<file path="src/rtl/uart_program_loader.sv">
// Boot loader: unpacks a MAGIC/LEN/payload/CHK byte frame into little-endian 64-bit words,
// writes them over AXI4-Lite and releases the core once the image and its checksum are good.
module uart_program_loader #(
    parameter logic [63:0] BASE_ADDR = 64'h0,
    parameter int unsigned MAX_BYTES = 65536,
    parameter logic [7:0]  MAGIC     = 8'hA5
) (
    input  logic        clk,
    input  logic        rst,
    input  logic [7:0]  rx_byte,
    input  logic        rx_valid,
    output logic [63:0] awaddr,
    output logic        awvalid,
    input  logic        awready,
    output logic [63:0] wdata,
    output logic [7:0]  wstrb,
    output logic        wvalid,
    input  logic        wready,
    input  logic [1:0]  bresp,
    input  logic        bvalid,
    output logic        bready,
    output logic        core_rst,
    output logic        load_done,
    output logic        load_error
);
    typedef enum logic [3:0] {IDLE, LEN0, LEN1, LEN2, LEN3, PAYLOAD, CHK, DRAIN, RUN} state_t;
    localparam logic [31:0] MAX_LEN = 32'(MAX_BYTES);

    state_t      state_q, state_d;
    logic [31:0] len_q, cnt_q, len_full;
    logic [7:0]  xor_q, chk_q;
    logic [63:0] pack_q, lane_word;
    logic [28:0] widx_q;
    logic [2:0]  lane;
    logic        stage_vld_q;
    logic [63:0] stage_data_q, stage_addr_q;
    logic [7:0]  stage_strb_q;
    logic [63:0] fifo_data_q [2];
    logic [63:0] fifo_addr_q [2];
    logic [7:0]  fifo_strb_q [2];
    logic        wr_ptr_q, rd_ptr_q;
    logic [1:0]  count_q;
    logic        aw_done_q, w_done_q, flush_q, wr_err_q;
    logic        done_q, err_q, core_rst_q;
    logic        pay_byte, last_byte, word_done, len_shift, len_bad;
    logic        busy, pop, overflow, push_ok, drain_ok, pass;
    logic        start, set_err, set_done;

    assign len_full  = {rx_byte, len_q[31:8]};
    assign lane      = cnt_q[2:0];
    assign lane_word = {56'd0, rx_byte} << {lane, 3'd0};
    assign len_shift = rx_valid && (state_q inside {LEN0, LEN1, LEN2, LEN3});
    assign len_bad   = rx_valid && (state_q == LEN3) && (len_full > MAX_LEN);
    assign pay_byte  = rx_valid && (state_q == PAYLOAD);
    assign last_byte = pay_byte && (cnt_q + 32'd1 == len_q);
    assign word_done = pay_byte && ((lane == 3'd7) || last_byte);
    assign busy      = (count_q != 2'd0);
    assign pop       = bvalid && busy;
    assign overflow  = stage_vld_q && (count_q == 2'd2) && !pop;
    assign push_ok   = stage_vld_q && !overflow;
    assign drain_ok  = (state_q == DRAIN) && !stage_vld_q && !busy && !flush_q;
    assign pass      = (chk_q == xor_q) && !wr_err_q;

    always_ff @(posedge clk) begin
        if (rst) state_q <= IDLE;
        else     state_q <= state_d;
    end

    always_comb begin
        state_d = state_q;
        if (overflow) begin
            state_d = IDLE;
        end else begin
            case (state_q)
                IDLE:    if (rx_valid && rx_byte == MAGIC) state_d = LEN0;
                LEN0:    if (rx_valid) state_d = LEN1;
                LEN1:    if (rx_valid) state_d = LEN2;
                LEN2:    if (rx_valid) state_d = LEN3;
                LEN3:    if (rx_valid) begin
                             if (len_full > MAX_LEN)      state_d = IDLE;
                             else if (len_full == 32'd0)  state_d = CHK;
                             else                         state_d = PAYLOAD;
                         end
                PAYLOAD: if (last_byte) state_d = CHK;
                CHK:     if (rx_valid) state_d = DRAIN;
                DRAIN:   if (drain_ok) state_d = pass ? RUN : IDLE;
                RUN:     state_d = RUN;
                default: state_d = IDLE;
            endcase
        end
    end

    always_comb begin
        start    = (state_q == IDLE) && rx_valid && (rx_byte == MAGIC) && !overflow;
        set_err  = overflow || len_bad || (drain_ok && !pass);
        set_done = drain_ok && pass && !overflow;
    end

    // Packer: a completed word is staged here and enters the FIFO on the following cycle.
    always_ff @(posedge clk) begin
        if (start) begin
            cnt_q  <= '0;
            xor_q  <= '0;
            pack_q <= '0;
            widx_q <= '0;
        end
        if (len_shift) len_q <= len_full;
        if (pay_byte) begin
            cnt_q <= cnt_q + 32'd1;
            xor_q <= xor_q ^ rx_byte;
            if (word_done) begin
                pack_q       <= '0;
                stage_data_q <= pack_q | lane_word;
                stage_strb_q <= 8'hFF >> (3'd7 - lane);
                stage_addr_q <= BASE_ADDR + {32'd0, widx_q, 3'd0};
                widx_q       <= widx_q + 29'd1;
            end else begin
                pack_q <= pack_q | lane_word;
            end
        end
        if (rx_valid && state_q == CHK) chk_q <= rx_byte;
    end

    always_ff @(posedge clk) begin
        if (push_ok) begin
            fifo_data_q[wr_ptr_q] <= stage_data_q;
            fifo_strb_q[wr_ptr_q] <= stage_strb_q;
            fifo_addr_q[wr_ptr_q] <= stage_addr_q;
        end
    end

    // The FIFO head is always the write in flight; it leaves only when its B response arrives.
    always_ff @(posedge clk) begin
        if (rst) begin
            stage_vld_q <= 1'b0;
            wr_ptr_q    <= 1'b0;
            rd_ptr_q    <= 1'b0;
            count_q     <= 2'd0;
            aw_done_q   <= 1'b0;
            w_done_q    <= 1'b0;
            flush_q     <= 1'b0;
            wr_err_q    <= 1'b0;
        end else begin
            stage_vld_q <= word_done && !overflow;
            if (pop) begin
                aw_done_q <= 1'b0;
                w_done_q  <= 1'b0;
            end else begin
                if (awvalid && awready) aw_done_q <= 1'b1;
                if (wvalid && wready)   w_done_q  <= 1'b1;
            end
            if (start)                         wr_err_q <= 1'b0;
            else if (pop && bresp != 2'b00)    wr_err_q <= 1'b1;
            if (pop && flush_q) begin
                flush_q  <= 1'b0;
                rd_ptr_q <= wr_ptr_q;
                wr_ptr_q <= wr_ptr_q ^ push_ok;
                count_q  <= {1'b0, push_ok};
            end else begin
                if (push_ok) wr_ptr_q <= ~wr_ptr_q;
                if (pop)     rd_ptr_q <= ~rd_ptr_q;
                count_q <= count_q + {1'b0, push_ok} - {1'b0, pop};
                if (overflow) flush_q <= 1'b1;
            end
        end
    end

    always_ff @(posedge clk) begin
        if (rst) begin
            done_q     <= 1'b0;
            err_q      <= 1'b0;
            core_rst_q <= 1'b1;
        end else begin
            if (start) begin
                done_q <= 1'b0;
                err_q  <= 1'b0;
            end
            if (set_err) err_q <= 1'b1;
            if (set_done) begin
                done_q     <= 1'b1;
                core_rst_q <= 1'b0;
            end
        end
    end

    assign awvalid    = busy && !aw_done_q;
    assign wvalid     = busy && !w_done_q;
    assign awaddr     = busy ? fifo_addr_q[rd_ptr_q] : 64'd0;
    assign wdata      = busy ? fifo_data_q[rd_ptr_q] : 64'd0;
    assign wstrb      = busy ? fifo_strb_q[rd_ptr_q] : 8'd0;
    assign bready     = 1'b1;
    assign core_rst   = core_rst_q;
    assign load_done  = done_q;
    assign load_error = err_q;
endmodule

</file>
<file path="config.mk">
export PLATFORM = sky130hd
export DESIGN_NAME = uart_program_loader
export DESIGN_NICKNAME = d
export VERILOG_FILES = /design/src/rtl/uart_program_loader.sv
export SDC_FILE = /design/constraint.sdc
export NUM_CORES = 1
export LEC_CHECK = 0
export BUFFER_PORTS_ARGS = -buffer_cell sky130_fd_sc_hd__buf_4
export CORE_UTILIZATION = 41
export DETAILED_ROUTE_END_ITERATION = 6
export PLACE_DENSITY = 0.59
export SYNTH_ARGS = -nofsm -noshare
export SYNTH_HDL_FRONTEND = slang
export SYNTH_SLANG_ARGS = --single-unit
</file>
<file path="constraint.sdc">
create_clock -name clk -period 6.4 [get_ports clk]
set_clock_uncertainty 0.05 [all_clocks]
set_input_delay 0.32 -clock clk [delete_from_list [all_inputs] [get_ports clk]]
set_output_delay 0.32 -clock clk [all_outputs]
set_load 0.01 [all_outputs]
</file>
==> impl_metrics.ini, run 1 <==
[sta]
final_hold_viol_count = 0
least_setup_slack_across_all_paths_after_layout_ns = 1.31
fin_crit_sh_pct = 79.6
setup_viol = 0
hold-worst-slack_ns = 0.0293
slew_headroom_pct = 27.5
final_number_of_max_transition_violations = 0
max_slew.worst_pin.slew_ns = 1.08
timing.fmax_mhz = 196
grt_setup_unrepaired = no
setup-tns-final_ns = 0
finalCriticalPeriod_ns = 5.09

[worst_setup_path]
cp_data_required_time_ns = 6.62
cp_num_buf_inv = 3
critical_path_depth = 11
crit_path_end = stage_data_q[35]$_DFFE_PP_
worst_path_largest_cell_delay_ns = 0.68
path_delay_family = simple AND/OR/NAND/NOR gates
ff2ff_setup_slack_ns = 1.31
crit_type = reg2reg
critPathCaptureType = flip-flop
startpoint_type = flip-flop
crit_start = cnt_q[2]$_SDFFCE_PN0P_
worst-endpoint-arrival_ns = 5.31
crit_path_frequent_cell = buf_4
timing.rr.start = cnt_q[2]$_SDFFCE_PN0P_
worst-path-max-fanout = 46
worstRegToRegCells = 11
timing.critical_path.slowest_stage_cell = or3_1
critical_path.cell_chain = nand3_1 -> or3_1 -> nor4_1 -> xnor3_1 -> and2_0 -> nand4_1 -> o31ai_2 -> buf_4 -> nand2_1 -> clkinv_2 -> buf_4
reg2reg_to = stage_data_q[35]$_DFFE_PP_

[yosys]
number_of_enable_flip_flop_cells_after_synthesis = 444
synth_area_leader_cell = edfxtp_1
synthFlopType = edfxtp_1
synthDistinctLibCells = 69
async_flop_share_pct = 0
synthesis.area_per_instance_sq_um = 13.8
ys_seq_elements = 490
synth.cell_area_sq_um = 20800
synth-warning-count = 0
synth-seq-area-share_pct = 68.5
postSynthCellCount = 1508
synthTopCellsByArea = edfxtp_1 64%, mux2i_1 6.4%, dfxtp_1 4.4%
post-synth-top-area-fraction_pct = 64.1

[clock_network]
clockBufferDepth = 3
cts_made_buffers = 50
htreeDepth = 2
tritoncts = built
clock_latency_ns = 0.59
clk_transition_reported_paths_ns = 0.06
clock-sinks = 490
clk_root_buffer_cell = clkbuf_16

[routing]
route.vias.total = 12100
drt_first_pass_iters = 7
antenna_violating_nets_post_route = 0
detail_route.vias_per_cell = 5.21
initialDrtViolationCount = 842
routed_wirelength_um = 44200
drc_errors = 0
wl_per_cell_um = 19.1

[pwr]
power.leakage_nw = 8.80
power_per_cell_area_nw_per_um2 = 313
worst_ir_drop_vdd_mv = 0.188

[placed_design]
dp_slack_ns = 1.31
placement.cell_area_sq_um = 22200
detailed_place_hpwl_um = 28500
portBuffers = 121
finalWeightedCongestion = 0.886

[status]
run_status = finished, final reports clean

[global_routing]
grt_usage_pct = 17.1
grt_max_degree = 94
grt.overflow.total = 0
grt_pass1_wl_um = 67500
grt_pass1_vias = 11600
grt_antenna_before_repair = 0

[final_layout]
num-nets-final = 1623
layout.core_utilization_pct = 47.7
area.sequential_sq_um = 14300
antenna_cells_inserted = 0
post_route_cells_drive_above_1_share_pct = 14.2
finalInstanceArea_sq_um = 23900
nFillCells = 4427
multiInputGateArea_sq_um = 5980
syn_to_final_growth_pct = 14.7

[floorplanning]
rows = 82
die_width_um = 227
floorplan_die_area_sq_um = 51600
ioPinCount = 158
die_y_um = 227
design.core.area_sq_um = 50100
initial_core_util_pct = 41.6

[min_path]
hold_class = in2reg
min-delay-start = bresp[0]
timing.hold.worst_path_depth = 3

[job]
max_cap_violations = 0
[metrics by stage]
stage,power (mW),cells
2_1_floorplan,4.29,1542
3_3_place_gp,4.63,2217
3_5_place_dp,4.64,2217
4_1_cts,7.56,2314
5_1_grt,7.76,2314
6_report,7.46,2314
[per-layer routing]
metal | up-vias | track usage, % | share of wire [%]
met5 | - | 0 | 0
met3 | 62 | 3.14 | 4.6
met4 | 0 | 5.65 | 2.6
met2 | 277 | 27.4 | 48
met1 | 5978 | 23.5 | 45
li1 | 5737 | - | -
[Yosys cell counts (all sizes together), types with 31 or more instances]
library cell / n
nand4: 31
and3: 85
a21o: 66
dfxtp: 46
nor2: 172
clkbuf: 69
edfxtp: 444
nand3: 31
buf: 62
nand2: 66
xnor2: 52
mux2i: 132
[cells in the final DEF (no fill, tap or decap), drive strengths merged, types with 26 or more instances in the layout]
cell type and count:
nand4 31, nor2 172, buf 134, mux2i 132, xnor2 52, edfxtp 444
inv 27, clkbuf 66, nor4 26, dfxtp 46, conb 36, nand3 31
a21o 66, and3 85, nand2 66
[layout make-up]
class / count / share of cell area [%]
Sequential cell: 490 / 59.7
Multi-Input combinational cell: 896 / 25.0
Clock buffer: 66 / 5.58
Timing Repair Buffer: 137 / 4.44
Tap cell: 672 / 3.52
Clock inverter: 28 / 1.29
Inverter: 25 / 0.398
[state kept, by name (all words and copies together), names as in the netlist, 8 cells and up, named ones only]
signal	count
pack_q	64
chk_q	8
cnt_q	32
fifo_addr_q	58
fifo_strb_q	14
stage_addr_q	29
stage_data_q	64
len_q	32
fifo_data_q	128
widx_q	29
xor_q	8
[what timing repair did]
action	CTS	global route
gates resized for setup	0	0
hold endpoints to repair	10	0
hold buffers	3	0
buffers inserted	0	0
[worst min path at each step]
| stage | to | slack (ns) |
|---|---|---|
| final | wr_err_q$_SDFFE_PP0P_ | 0.03 |
| after global routing | wr_err_q$_SDFFE_PP0P_ | 0.009 |
| after CTS | wr_err_q$_SDFFE_PP0P_ | 0.002 |
| after detailed placement | fifo_data_q[1][59]$_DFFE_PP_ | 0.38 |
| after global placement | fifo_data_q[1][60]$_DFFE_PP_ | 0.38 |
| after floorplan | chk_q[0]$_DFFE_PP_ | 0.37 |
[kinds of logic (layout without fill, tap and decap cells)]
kind of cell / count (synthesis) / count (layout) / share of synthesized area (%)
compound gates: 139 / 139 / 4.88
xor+xnor: 78 / 78 / 3.61
fa+ha+maj: 7 / 7 / 0.421
buf+inv: 156 / 256 / 3.60
flops: 490 / 490 / 68.5
mux: 132 / 132 / 6.35
other cells: 2 / 36 / 0.0361
simple gates: 504 / 504 / 12.6
[worst min-delay path, cell delays in order]
cell and delay (ns):
buf_4 0.08, o21ai_0 0.08, a21oi_1 0.14
[report_power, final]
| part | internal [mW] | leakage, nW | switching, mW |
|---|---|---|---|
| combinational | 0.357 | 3.51 | 0.483 |
| sequential | 3.60 | 4.49 | 0.121 |
| clock | 1.71 | 0.798 | 1.19 |
| total | 5.66 | 8.80 | 1.80 |
(Power assumes the default switching activity.)
==> inputs of run 2 (changes only) <==
- clock period: 6.4 -> 5.2 ns (I/O delays scaled with it)
==> run 2 against run 1 <==
Against the previous run:
- design area is 0.27% higher
- largest power group unchanged
- maximum frequency is 14% higher
- clock power is 23% higher
- sequential share of layout area shrank 0.16 points
- highest routed layer unchanged
- critical endpoint is now stage_data_q[53]$_DFFE_PP_
- critical path depth up 1
- register-to-register slack worse by 0.59 ns
- non-clock buffer count rose by 7
- wire length shrank 2.7%
- total power up 23%
==> impl_metrics.ini, run 2 (synthesized netlist as in run 1, its figures left out) <==
[floorplanning]
die_width_um = 227
floorplan_die_area_sq_um = 51600
initial_core_util_pct = 41.6
design.core.area_sq_um = 50100
die_y_um = 227
rows = 82
ioPinCount = 158

[sta]
final_number_of_max_transition_violations = 0
least_setup_slack_across_all_paths_after_layout_ns = 0.719
timing.fmax_mhz = 223
slew_headroom_pct = 30.3
fin_crit_sh_pct = 86.2
hold-worst-slack_ns = 0.0372
finalCriticalPeriod_ns = 4.48
max_slew.worst_pin.slew_ns = 1.04
setup_viol = 0
grt_setup_unrepaired = no
setup-tns-final_ns = 0
final_hold_viol_count = 0

[routing]
routed_wirelength_um = 43000
drc_errors = 0
drt_first_pass_iters = 7
wl_met2_um = 20900
detail_route.wirelength.met1_um = 19300
top_layer_used = met4
wl_per_cell_um = 18.5
initialDrtViolationCount = 961
antenna_violating_nets_post_route = 0
route.vias.total = 12000
detail_route.vias_per_cell = 5.18
total_met3_wirelength_after_detailed_routing_um = 1820

[worst_setup_path]
worst-path-max-fanout = 100
startpoint_type = flip-flop
ff2ff_setup_slack_ns = 0.72
cp_data_required_time_ns = 5.35
critPathCaptureType = flip-flop
crit_type = reg2reg
worst-endpoint-arrival_ns = 4.63

[final_layout]
post_route_cells_drive_above_1_share_pct = 14.3
final_common_cell = edfxtp_1
syn_to_final_growth_pct = 15.0
largest_registers = fifo_data_q x128, pack_q x64, stage_data_q x64
mostFrequentLayoutCells = 444 x edfxtp_1, 170 x nor2_1, 137 x buf_4
num-nets-final = 1631
antenna_cells_inserted = 0
largest_register_ffs = 128
max_flop_register = fifo_data_q
finalInstanceArea_sq_um = 23900

[min_path]
hold_class = in2reg

[clock_network]
clk_transition_reported_paths_ns = 0.06
tritoncts = built
clockBufferDepth = 3
cts_hold_repair.buffers = 5
clk_root_buffer_cell = clkbuf_16
cts_made_buffers = 51
htreeDepth = 2
cts_post_setup_buffers_inserted = 0
clock-sinks = 490
post_cts.resized_instances = 0
clock_latency_ns = 0.59

[global_routing]
grt_pass1_wl_um = 66300
grt.overflow.total = 0
grt_max_degree = 101
grt_usage_pct = 16.7
grt_antenna_before_repair = 0
grt_pass1_vias = 11600

[placed_design]
placement.cell_area_sq_um = 22200
dp_slack_ns = 0.703
detailed_place_hpwl_um = 27600
finalWeightedCongestion = 0.916
portBuffers = 121

[status]
run_status = finished, final reports clean

[pwr]
power_per_cell_area_nw_per_um2 = 383
worst_ir_drop_vdd_mv = 0.237
post-layout-total-power_mw = 9.17
power.leakage_nw = 8.83

[job]
max_cap_violations = 0
==> run 2: final cells by class <==
cell class / count / area [sq um]
Fill cell: 4398 / 26100
Sequential cell: 490 / 14300
Multi-Input combinational cell: 896 / 5970
Clock buffer: 73 / 1400
Timing Repair Buffer: 144 / 1120
Tap cell: 672 / 841
Clock inverter: 20 / 249
Inverter: 25 / 97.6
==> run 2: worst max-delay path, stage by stage (launching register included) <==
cell and delay, ns:
edfxtp_1 0.55, inv_1 0.17, ha_1 0.35, xnor2_1 0.14, o311ai_0 0.15, a2111oi_0 0.58, o211ai_1 0.24, nor4b_1 0.54
nand4b_4 0.15, o31ai_2 0.29, nand2_1 0.22, clkinvlp_4 0.14, buf_12 0.33
==> run 2: through the flow <==
step / util [%] / cells
global route: 47.8 / 2320
finish: 47.8 / 2320
floorplan: - / 1542
global placement: 44.4 / 2222
detailed placement: 44.4 / 2222
CTS: 47.8 / 2320
==> run 2: where the power goes <==
group | internal (mW) | switching [mW]
Clock | 2.12 | 1.45
Combinational | 0.441 | 0.584
Sequential | 4.42 | 0.150
==> run 2: worst paths after layout <==
path,from,to,cells past startpoint
setup / recovery,cnt_q[0]$_SDFFCE_PN0P_,stage_data_q[53]$_DFFE_PP_,12
setup reg to reg,cnt_q[0]$_SDFFCE_PN0P_,stage_data_q[53]$_DFFE_PP_,12
hold reg to reg,stage_data_q[47]$_DFFE_PP_,fifo_data_q[0][47]$_DFFE_PP_,0
hold / removal,rx_byte[4],chk_q[4]$_DFFE_PP_,1
==> run 2: routing by layer <==
metal | GRT usage [%] | up-vias
li1 | - | 5740
met1 | 22.6 | 5945
met2 | 27.1 | 274
met3 | 2.79 | 62
met4 | 5.82 | 0
met5 | 0 | -
==> inputs of run 3 (changes only) <==
- CAP_MARGIN: unset -> 5
- CELL_PAD_IN_SITES_DETAIL_PLACEMENT: unset -> 0
- CELL_PAD_IN_SITES_GLOBAL_PLACEMENT: unset -> 1
- PLACE_DENSITY: 0.59 -> 0.68
- clock period: 5.2 -> 5.8 ns (I/O delays scaled with it)
==> run 3 against run 2 <==
Against the previous run:
- hold slack got worse by 0.0087 ns
- first-iteration DRC count fell by 7.3%
- critical path type unchanged
- register-to-register slack improved by 0.58 ns
- combinational power fell by 12%
==> impl_metrics.ini, run 3 (synthesized netlist as in run 1, its figures left out) <==
[clock_network]
clock_latency_ns = 0.59
clk_transition_reported_paths_ns = 0.06
tritoncts = built
clock-sinks = 490
post_cts.resized_instances = 0
clockBufferDepth = 3
cts_made_buffers = 49
cts_hold_repair.buffers = 4
cts_post_setup_buffers_inserted = 0
htreeDepth = 2
clk_root_buffer_cell = clkbuf_16

[sta]
slew_headroom_pct = 27.7
timing.fmax_mhz = 222
grt_setup_unrepaired = no
setup-tns-final_ns = 0
final_hold_viol_count = 0
max_slew.worst_pin.slew_ns = 1.08
fin_crit_sh_pct = 77.6
setup_viol = 0
final_number_of_max_transition_violations = 0
finalCriticalPeriod_ns = 4.50

[routing]
wl_per_cell_um = 18.8
initialDrtViolationCount = 891
detail_route.wirelength.met1_um = 20000
detail_route.vias_per_cell = 5.15
route.vias.total = 11900
top_layer_used = met4
drc_errors = 0
antenna_violating_nets_post_route = 0
total_met3_wirelength_after_detailed_routing_um = 1940
routed_wirelength_um = 43500
drt_first_pass_iters = 5
wl_met2_um = 20300

[placed_design]
detailed_place_hpwl_um = 27700
finalWeightedCongestion = 0.886
portBuffers = 121

[min_path]
hold_crit_endpoint = wr_err_q$_SDFFE_PP0P_
timing.hold.worst_path_depth = 3
hold_class = in2reg
min-delay-start = bresp[1]

[pwr]
seq_power_share_pct = 49.5
clockPowerShare_pct = 39.6
power_per_cell_area_nw_per_um2 = 347
power.switching_fraction_pct = 23.9
power.leakage_nw = 8.83
combPwrFrac_pct = 10.8
power_switching_mw = 1.98
post-layout-total-power_mw = 8.30
internal-power_mw = 6.32
worst_ir_drop_vdd_mv = 0.207

[worst_setup_path]
cp_data_required_time_ns = 5.96
timing.rr.start = cnt_q[2]$_SDFFCE_PN0P_
reg2reg_to = stage_data_q[58]$_DFFE_PP_
critPathCaptureType = flip-flop
startpoint_type = flip-flop
worst-endpoint-arrival_ns = 4.66
worstRegToRegCells = 10
crit_type = reg2reg
ff2ff_setup_slack_ns = 1.30
worst-path-max-fanout = 100

[final_layout]
area.sequential_sq_um = 14300
num-nets-final = 1623
syn_to_final_growth_pct = 15.0
multiInputGateArea_sq_um = 5970
largest_register_ffs = 128
largest_registers = fifo_data_q x128, pack_q x64, stage_data_q x64
max_flop_register = fifo_data_q
antenna_cells_inserted = 0
final_common_cell = edfxtp_1
post_route_cells_drive_above_1_share_pct = 14.5
nFillCells = 4464
mostFrequentLayoutCells = 444 x edfxtp_1, 170 x nor2_1, 132 x mux2i_1

[global_routing]
grt.overflow.total = 0
grt_antenna_before_repair = 0
grt_usage_pct = 16.9
grt_pass1_wl_um = 66700
grt_pass1_vias = 11400
grt_max_degree = 101

[floorplanning]
floorplan_die_area_sq_um = 51600
die_y_um = 227
rows = 82
design.core.area_sq_um = 50100
initial_core_util_pct = 41.6
ioPinCount = 158
die_width_um = 227

[status]
run_status = finished, final reports clean

[job]
max_cap_violations = 0
## run 3: cell types whose count changed in the layout (fill, tap and decap cells not counted), moves of 2 or more
cell	previous run	this run
buf_4	137	131
bufinv_16	5	8
clkbuf_1	18	9
clkbuf_16	51	49
clkinv_4	1	3
clkinv_8	2	0
clkinvlp_4	1	3
inv_6	1	3
## run 3: worst max path at each step
stage,end,cells after the start,startpoint
finish,stage_data_q[58]$_DFFE_PP_,10,cnt_q[2]$_SDFFCE_PN0P_
floorplan,stage_addr_q[10]$_DFFE_PP_,12,cnt_q[0]$_SDFFCE_PN0P_
global placement,stage_data_q[40]$_DFFE_PP_,10,cnt_q[2]$_SDFFCE_PN0P_
detailed placement,stage_data_q[58]$_DFFE_PP_,10,cnt_q[2]$_SDFFCE_PN0P_
global route,stage_data_q[54]$_DFFE_PP_,10,cnt_q[2]$_SDFFCE_PN0P_
CTS,stage_data_q[54]$_DFFE_PP_,10,cnt_q[2]$_SDFFCE_PN0P_
## run 3: cell type report
class / instances / share of cell area (%)
sequential: 490 / 59.6
multi-input combinational: 896 / 25.0
clock buffer: 61 / 5.44
timing repair buffer: 138 / 4.47
tap: 672 / 3.51
clock inverter: 31 / 1.64
inverter: 25 / 0.403
## run 3: layer usage
metal	up-vias	track usage [%]
met5	-	0
met4	0	6.67
met3	69	2.75
met2	273	26.4
met1	5845	23.5
li1	5724	-
## run 3: critical path, stage by stage (launching register included)
cell and delay [ns]:
edfxtp_1 0.65, nand3_1 0.47, or3_1 0.69, nor4_1 0.56, xnor3_1 0.20, and2_0 0.15
nand4_1 0.18, o31ai_2 0.33, nand2_1 0.22, inv_4 0.10, buf_12 0.36
## run 3: power groups by stage
stage / Sequential, mW / Combinational, mW / Clock (mW)
CTS: 4.11 / 0.913 / 3.38
global route: 4.13 / 0.998 / 3.49
floorplan: 4.10 / 0.626 / 0
finish: 4.11 / 0.900 / 3.29
detailed placement: 4.19 / 0.907 / 0
global placement: 4.19 / 0.899 / 0
## run 3: through the flow
step                hold slack (ns)  setup slack, ns  cells  instance area, sq um  util (%)
finish                       0.0285             1.30   2313                 23900      47.8
global route                 0.0315            0.826   2313                 23900      47.8
CTS                         0.00939             1.31   2312                 23900      47.8
detailed placement            0.379             1.34   2216                 22200      44.3
global placement              0.373             1.45   2216                 22200      44.3
floorplan                     0.339            0.390   1542                 20900         -
